`src/rtl/axis_mux_pkg.sv`:
```
// Shared types for the N:1 packet-locked AXI-Stream mux.
// The beat struct itself lives in the top because its field widths follow module parameters.
package axis_mux_pkg;

   typedef enum logic [1:0] {
      RST_HOLD = 2'd0,
      IDLE     = 2'd1,
      PKT      = 2'd2
   } mux_state_e;

   // Packed width of one buffered beat: {data, last, id}.
   function automatic int beat_width(input int dw, input int sw);
      return dw + 1 + sw;
   endfunction

endpackage

```
`src/rtl/axis_skid_buf.sv`:
```
// Output register plus one-entry skid register for the stream mux master side.
// room_o is registered, so upstream ready never depends combinationally on out_ready_i.
module axis_skid_buf #(
   parameter int BW = 8
) (
   input  logic          clk_i,
   input  logic          rst_i,
   input  logic [BW-1:0] in_beat_i,
   input  logic          in_valid_i,
   output logic          room_o,
   output logic [BW-1:0] out_beat_o,
   output logic          out_valid_o,
   input  logic          out_ready_i
);

   logic [BW-1:0] out_q, out_d;
   logic [BW-1:0] skid_q, skid_d;
   logic          out_valid_q, out_valid_d;
   logic          room_q, room_d;

   // A stalled output parks an incoming beat in the skid slot; otherwise the skid drains first.
   always_comb begin
      out_d       = out_q;
      skid_d      = skid_q;
      out_valid_d = out_valid_q;
      room_d      = room_q;
      if (out_valid_q && !out_ready_i) begin
         if (in_valid_i) begin
            skid_d = in_beat_i;
            room_d = 1'b0;
         end
      end else if (!room_q) begin
         out_d       = skid_q;
         out_valid_d = 1'b1;
         room_d      = 1'b1;
      end else if (in_valid_i) begin
         out_d       = in_beat_i;
         out_valid_d = 1'b1;
      end else begin
         out_valid_d = 1'b0;
      end
   end

   always_ff @(posedge clk_i) begin
      if (rst_i) begin
         out_q       <= '0;
         skid_q      <= '0;
         out_valid_q <= 1'b0;
         room_q      <= 1'b1;
      end else begin
         out_q       <= out_d;
         skid_q      <= skid_d;
         out_valid_q <= out_valid_d;
         room_q      <= room_d;
      end
   end

   assign out_beat_o  = out_q;
   assign out_valid_o = out_valid_q;
   assign room_o      = room_q;

endmodule

```
`src/rtl/axis_pkt_mux_n_1.sv`:
```
// N:1 AXI-Stream mux with optional packet locking, registered output and channel-ID sideband.
// Holds channel selection, the lock FSM and the slave-side ready fan-out.
module axis_pkt_mux_n_1
   import axis_mux_pkg::*;
#(
   parameter  int NS       = 4,
   parameter  int DW       = 8,
   parameter  bit LOCK_PKT = 1'b1,
   localparam int SW       = (NS > 1) ? $clog2(NS) : 1
) (
   input  logic             clk,
   input  logic             rst,
   input  logic [SW-1:0]    sel,
   input  logic [NS*DW-1:0] s_tdata,
   input  logic [NS-1:0]    s_tvalid,
   input  logic [NS-1:0]    s_tlast,
   output logic [NS-1:0]    s_tready,
   output logic [DW-1:0]    m_tdata,
   output logic             m_tvalid,
   output logic             m_tlast,
   output logic [SW-1:0]    m_tid,
   input  logic             m_tready
);

   typedef struct packed {
      logic [DW-1:0] data;
      logic          last;
      logic [SW-1:0] id;
   } beat_t;

   localparam int BW = beat_width(DW, SW);

   mux_state_e    state_q, state_d;
   logic [SW-1:0] cur_ch_q, cur_ch_d;
   logic          room;
   logic          accept;
   logic          sel_ok;
   logic          load_sel;
   beat_t         in_beat;
   beat_t         out_beat;

   assign sel_ok = (32'(sel) < 32'(NS));
   assign accept = |(s_tready & s_tvalid);

   // Only the current channel may see ready, and never during the post-reset hold cycle.
   always_comb begin
      s_tready = '0;
      in_beat  = '0;
      for (int i = 0; i < NS; i++) begin
         if (cur_ch_q == SW'(i)) begin
            s_tready[i]  = room && (state_q != RST_HOLD);
            in_beat.data = s_tdata[i*DW +: DW];
            in_beat.last = s_tlast[i];
         end
      end
      in_beat.id = cur_ch_q;
   end

   // The first non-last beat of a packet freezes the channel until its tlast beat is taken.
   always_comb begin
      state_d  = state_q;
      cur_ch_d = cur_ch_q;
      load_sel = 1'b0;
      unique case (state_q)
         RST_HOLD: begin
            state_d  = IDLE;
            load_sel = 1'b1;
         end
         IDLE: begin
            load_sel = !(accept && !in_beat.last);
            if (LOCK_PKT && accept && !in_beat.last) begin
               state_d = PKT;
            end
         end
         PKT: begin
            load_sel = accept && in_beat.last;
            if (accept && in_beat.last) begin
               state_d = IDLE;
            end
         end
         default: state_d = IDLE;
      endcase
      if (!LOCK_PKT) begin
         load_sel = 1'b1;
      end
      if (load_sel && sel_ok) begin
         cur_ch_d = sel;
      end
   end

   always_ff @(posedge clk) begin
      if (rst) begin
         state_q  <= RST_HOLD;
         cur_ch_q <= '0;
      end else begin
         state_q  <= state_d;
         cur_ch_q <= cur_ch_d;
      end
   end

   axis_skid_buf #(
      .BW (BW)
   ) u_skid (
      .clk_i       (clk),
      .rst_i       (rst),
      .in_beat_i   (in_beat),
      .in_valid_i  (accept),
      .room_o      (room),
      .out_beat_o  (out_beat),
      .out_valid_o (m_tvalid),
      .out_ready_i (m_tready)
   );

   assign m_tdata = out_beat.data;
   assign m_tlast = out_beat.last;
   assign m_tid   = out_beat.id;

endmodule

```
`config.mk`:
```
export PLATFORM = sky130hd
export DESIGN_NAME = axis_pkt_mux_n_1
export DESIGN_NICKNAME = d
export VERILOG_FILES = /design/src/rtl/axis_mux_pkg.sv /design/src/rtl/axis_skid_buf.sv /design/src/rtl/axis_pkt_mux_n_1.sv
export SDC_FILE = /design/constraint.sdc
export NUM_CORES = 1
export LEC_CHECK = 0
export ABC_AREA = 1
export CAP_MARGIN = 20
export CORE_ASPECT_RATIO = 1.1
export CORE_MARGIN = 3
export CORE_UTILIZATION = 43
export DETAILED_ROUTE_END_ITERATION = 6
export PLACE_DENSITY_LB_ADDON = 0.12
export SLEW_MARGIN = 20
export SYNTH_ARGS = -nofsm -noshare
export SYNTH_HDL_FRONTEND = slang
export SYNTH_SLANG_ARGS = --single-unit
```
`constraint.sdc`:
```
create_clock -name clk -period 2.1 [get_ports clk]
set_clock_uncertainty 0.05 [all_clocks]
set_input_delay 0.525 -clock clk [delete_from_list [all_inputs] [get_ports clk]]
set_output_delay 0.525 -clock clk [all_outputs]
set_load 0.02 [all_outputs]
```
-- After elaboration in Yosys (flattened, before gate mapping)
Index checks and enable logic that the tools add are counted.
- flip-flop bits (word level): 28
- bits of input ports: 45
- word-level logic and storage cells: 47
- equal/unequal tests: 8
- muxes and demuxes: 16
- bitwise operators: 2
- reductions and logical operators: 15
- operator list (operator ; count):
    two-way mux 9 bit ; 4
    two-way mux 11 bit ; 2
    equality test 2 bit (second input constant) ; 3
    two-way mux 1 bit ; 6
    inequality test 2 bit (second input constant) ; 3
    AND reduction 2 bit ; 3
    AND 4 bit ; 1
    equality test 2 x 1 -> 1 bit (second input constant) ; 2
    logical AND 1 bit ; 4
    logical NOT 2 bit ; 2
    two-way mux 2 bit ; 2
    case mux 2 bit (2 select lines) ; 1
    OR reduction 4 bit ; 1
    logical NOT 1 bit ; 3
    case mux 1 bit (3 select lines) ; 1
    nonzero test 2 bit ; 1
    OR reduction 2 bit ; 1
    NOT 1 bit ; 1

-- Longest topological paths before layout
Gate-level depths: netlist of the first run.
- word-level depth: 9
- mapped depth: 11

-- Hierarchy
A second synthesis of the first run with hierarchy kept.
- cells, all modules: 273
- area, all modules: 1672.9 µm²
- modules (own cells, without submodules) (module ; times used ; cells an instance ; area an instance (µm²) ; seq. area each (µm²)):
    axis_skid_buf ; 1 ; 173 ; 1088.5 ; 480.5
    axis_pkt_mux_n_1 ; 1 ; 100 ; 584.3 ; 80.1

-- Least setup slack after synthesis of the first run
Ideal clock, no wire load.
- path type: register -> output
- from: register u_skid.room_q (netlist: u_skid.room_o)
- to: output s_tready[0]
- arrival time: 1226 ps
- data required time: 1525 ps
- slack: 299 ps
- cell stages (with the launch flop): 5
- path buffers: 0
- cell sequence: dfxtp_1 -> inv_2 -> nor2_2 -> inv_1 -> nor3_1
- cells in the longest elaborated chain, start to end: 2
- RTL lines (element ; RTL line ; source):
    start, declared ; axis_skid_buf.sv:19 ; logic room_q, room_d;
    start signal, assigned ; axis_skid_buf.sv:54 ; room_q <= room_d;
    logical AND 1 bit ; axis_pkt_mux_n_1.sv:51 ; s_tready[i] = room && (state_q != RST_HOLD);
    two-way mux 1 bit ; axis_pkt_mux_n_1.sv:50 ; if (cur_ch_q == SW'(i)) begin
    end, declared ; axis_pkt_mux_n_1.sv:17 ; output logic [NS-1:0] s_tready,
No other way between the ends.

-- Final worst setup path of the first run
- from: register state_q[0]
- to: output s_tready[1]
- cells in the longest elaborated chain, start to end: 3
- RTL lines (element ; RTL line ; source):
    start, declared ; axis_pkt_mux_n_1.sv:33 ; mux_state_e state_q, state_d;
    start signal, assigned ; axis_pkt_mux_n_1.sv:96 ; state_q <= state_d;
    nonzero test 2 bit ; axis_pkt_mux_n_1.sv:51 ;
    logical AND 1 bit ; axis_pkt_mux_n_1.sv:51 ;
    two-way mux 1 bit ; axis_pkt_mux_n_1.sv:50 ;
No other way between the ends.

==> summary.txt, run 1 <==
Place
  • Post-DP HPWL: between 2000 and 3000 µm
  • Gpl congestion: 0.828
  • Number of I/O port buffers: 60
  • Post-DP Area: between 2000 and 2500 µm²
  • Placed insts: between 300 and 400

Route
  • Per-cell routed wire length: approximately 11 µm
  • ANT nets after route: 0
  • # DRC: 0
  • Routed WL: between 3000 and 4000 µm
  • DR pass1 iterations: 4
  • DRT iter0 DRCs: 51
  • Via count: 1601
  • Drt via density: roughly 4.8

Yosys
  • Synth Register Bits: 28
  • Post-synth EDFFs: 0
  • Synth cell count leaders: nand2_1, o21ai_0, nor2_1, dfxtp_1, nand3_1
  • Share of the yosys chip area belonging to registers: 0.377
  • Syn. warnings: 0
  • Post-Syn Area: about 1500 µm²
  • Asr flop ratio synth: 0
  • Synth top area cells: dfxtp_1, o21ai_0, nand2_1
  • Syn nets: 272
  • Yosys cell types: 22
  • Synth Instances: between 200 and 250
  • Most frequent cell after synthesis: nand2_1
  • Post-synth top area share: 0.377
  • Synthesized area per cell: 6.55 µm²
  • Ys flop type: dfxtp_1
  • Largest area contributor in the netlist: dfxtp_1

Clocking
  • Clock Tree Buf Depth: 2
  • CTS clk-pin slew, worst paths: ~140 ps
  • Num Clock Sinks: 28
  • Worst skew pair latency: 310 ps
  • CTS tree: done
  • Root Driver: clkbuf_4
  • H-tree depth: 1
  • Cts bufs inserted: 3
  • Post-CTS setup buffers: 0

Floorplanning
  • # IOs: 61
  • Starting density of the core: 0.468
  • Core area: 3180 µm²
  • Die W: about 62 µm
  • Die Span Y: between 60 and 70 µm
  • Die Footprint: 4200 µm²
  • FP Rows: 21

Cells and area
  • Final nets: 336
  • Share of cells above drive strength 1: 0.124
  • Ant diodes: 0
  • Fin util: 0.686
  • Final instance area: approximately 2200 µm²
  • Non-filler cells, final: 336
  • Area grow syn2layout: 46.5%

Timing
  • Max Slew Vio Count: 0
  • Final hold viol count: 0
  • Tmin final: 1950 ps
  • RSZ-0062 raised after global routing: false
  • Slew HR: 0.761
  • Fmax: between 0.5 and 0.6 GHz
  • Final Cycle Share: 0.929
  • Setup TNS: 0 ps
  • Setup violators final: 0
  • Final Hold Slack: about 420 ps
  • Worst-Margin Slew: between 300 and 400 ps

Status
  • Status: completed

Worst setup path
  • CP Capture Type: output port
  • Crit path launch type: register
  • Slowest stage delay, CP: between 300 and 400 ps
  • WS Path Type: reg2out
  • Critical-path cell with the highest stage delay: dfxtp_1
  • Crit-path cells: nor2_1, nor2_2, inv_1, nor3_1, buf_2
  • Critical Path RT: 1520 ps
  • Critical Path Fanout Max: 4
  • Critical Path AT: roughly 1400 ps

GRT
  • Gr ovfl total: 0
  • Largest net degree at the start of global routing: 24
  • Vias in the first global route: ~1.5k
  • Initial antenna violation count: 0
  • First-pass GRT wire length: approximately 6000 µm
  • GRT Overall Usage: 0.188

Power and ir drop
  • Static Leakage: 0.908 nW
  • PwrDens: 916 nW/µm²
  • Worst vdd ir: between 0.0004 and 0.0005 V

Flow run
  • Max Cap Viol: 0

Worst hold path
  • Worst hold path class: reg2reg
## power breakdown
group | internal, mW | switching, mW | total [mW]
Sequential | 0.642 | 0.0716 | 0.714
Combinational | 0.446 | 0.583 | 1.03
Clock | 0.106 | 0.148 | 0.253
## critical path: cells and delay by family, from the launching register on
family	cells	cell delay, ps
buffers and inverters	2	300
flip-flops	1	390
AND/OR/NAND/NOR	3	370
## cell usage in the layout (no fill, tap or decap), drive strengths merged
cell | Yosys | final
clkdlybuf4s50 | 0 | 56
or2 | 6 | 6
nor2 | 39 | 39
nand3 | 15 | 15
inv | 16 | 16
dfxtp | 28 | 28
and2 | 1 | 1
nand4 | 1 | 1
a21oi | 15 | 15
nand3b | 1 | 1
buf | 3 | 10
nand2 | 49 | 49
o21ai | 44 | 44
nor3 | 3 | 3
clkbuf | 6 | 6
## layer usage
layer | share of wire | wire length, µm | track usage | up-vias
li1 | - | - | - | 871
met1 | 0.45 | 1620 | 0.241 | 667
met2 | 0.46 | 1670 | 0.303 | 61
met3 | 0.081 | 291 | 0.0535 | 2
met4 | 0.0078 | 28 | 0.0477 | 0
met5 | 0 | 0 | 0 | -
## worst paths after layout
kind	slack, ps	endpoint	cells past startpoint	from
setup reg to reg	220	u_skid.out_beat_o[7]	10	cur_ch_q[1]
setup / recovery	150	s_tready[1]	5	state_q[0]
hold reg to reg	420	u_skid.skid_q[7]	2	u_skid.skid_q[7]
hold / removal	420	u_skid.skid_q[7]	2	u_skid.skid_q[7]
## logic make-up (layout without fill, tap and decap cells)
family,count (synthesis),in the layout,share of synthesized area
flops,28,28,0.377
compound gates,59,59,0.204
buf+inv,25,88,0.0782
simple gates,115,115,0.341
## state kept, by name, summed over array words and instances, names as in the netlist
name,flops
u_skid.room_o,1
u_skid.out_beat_o,11
u_skid.skid_q,11
state_q,2
cur_ch_q,2
u_skid.out_valid_o,1
## metrics by stage
stage,setup WS (ps),power [mW]
finish,150,2.00
detailed placement,67.3,1.78
CTS,2.79,2.02
floorplan,299,1.38
global route,6.38,2.18
global placement,49.4,1.76
## cell type report
class,instances,area [µm²]
clock buffer,4,36.3
fill,289,1000
inverter,16,60.1
multi-input combinational,174,811
sequential,28,562
tap,46,57.6
timing repair buffer,68,653
## timing repair
action / CTS / global route
hold buffers: 0 / 0
gates resized for setup: 11 / 7
setup endpoints to repair: 4 / 4
(Power assumes the default switching activity.)
==> run 2: changes to the inputs <==
--- a/config.mk
+++ b/config.mk
@@ -10,6 +10,7 @@
 export CORE_ASPECT_RATIO = 1.1
 export CORE_MARGIN = 3
 export CORE_UTILIZATION = 43
+export CTS_CLUSTER_DIAMETER = 40
 export DETAILED_ROUTE_END_ITERATION = 6
 export PLACE_DENSITY_LB_ADDON = 0.12
 export SLEW_MARGIN = 20
==> results of run 2 <==
The final DEF is identical to that of run 1; final timing and power are the same.
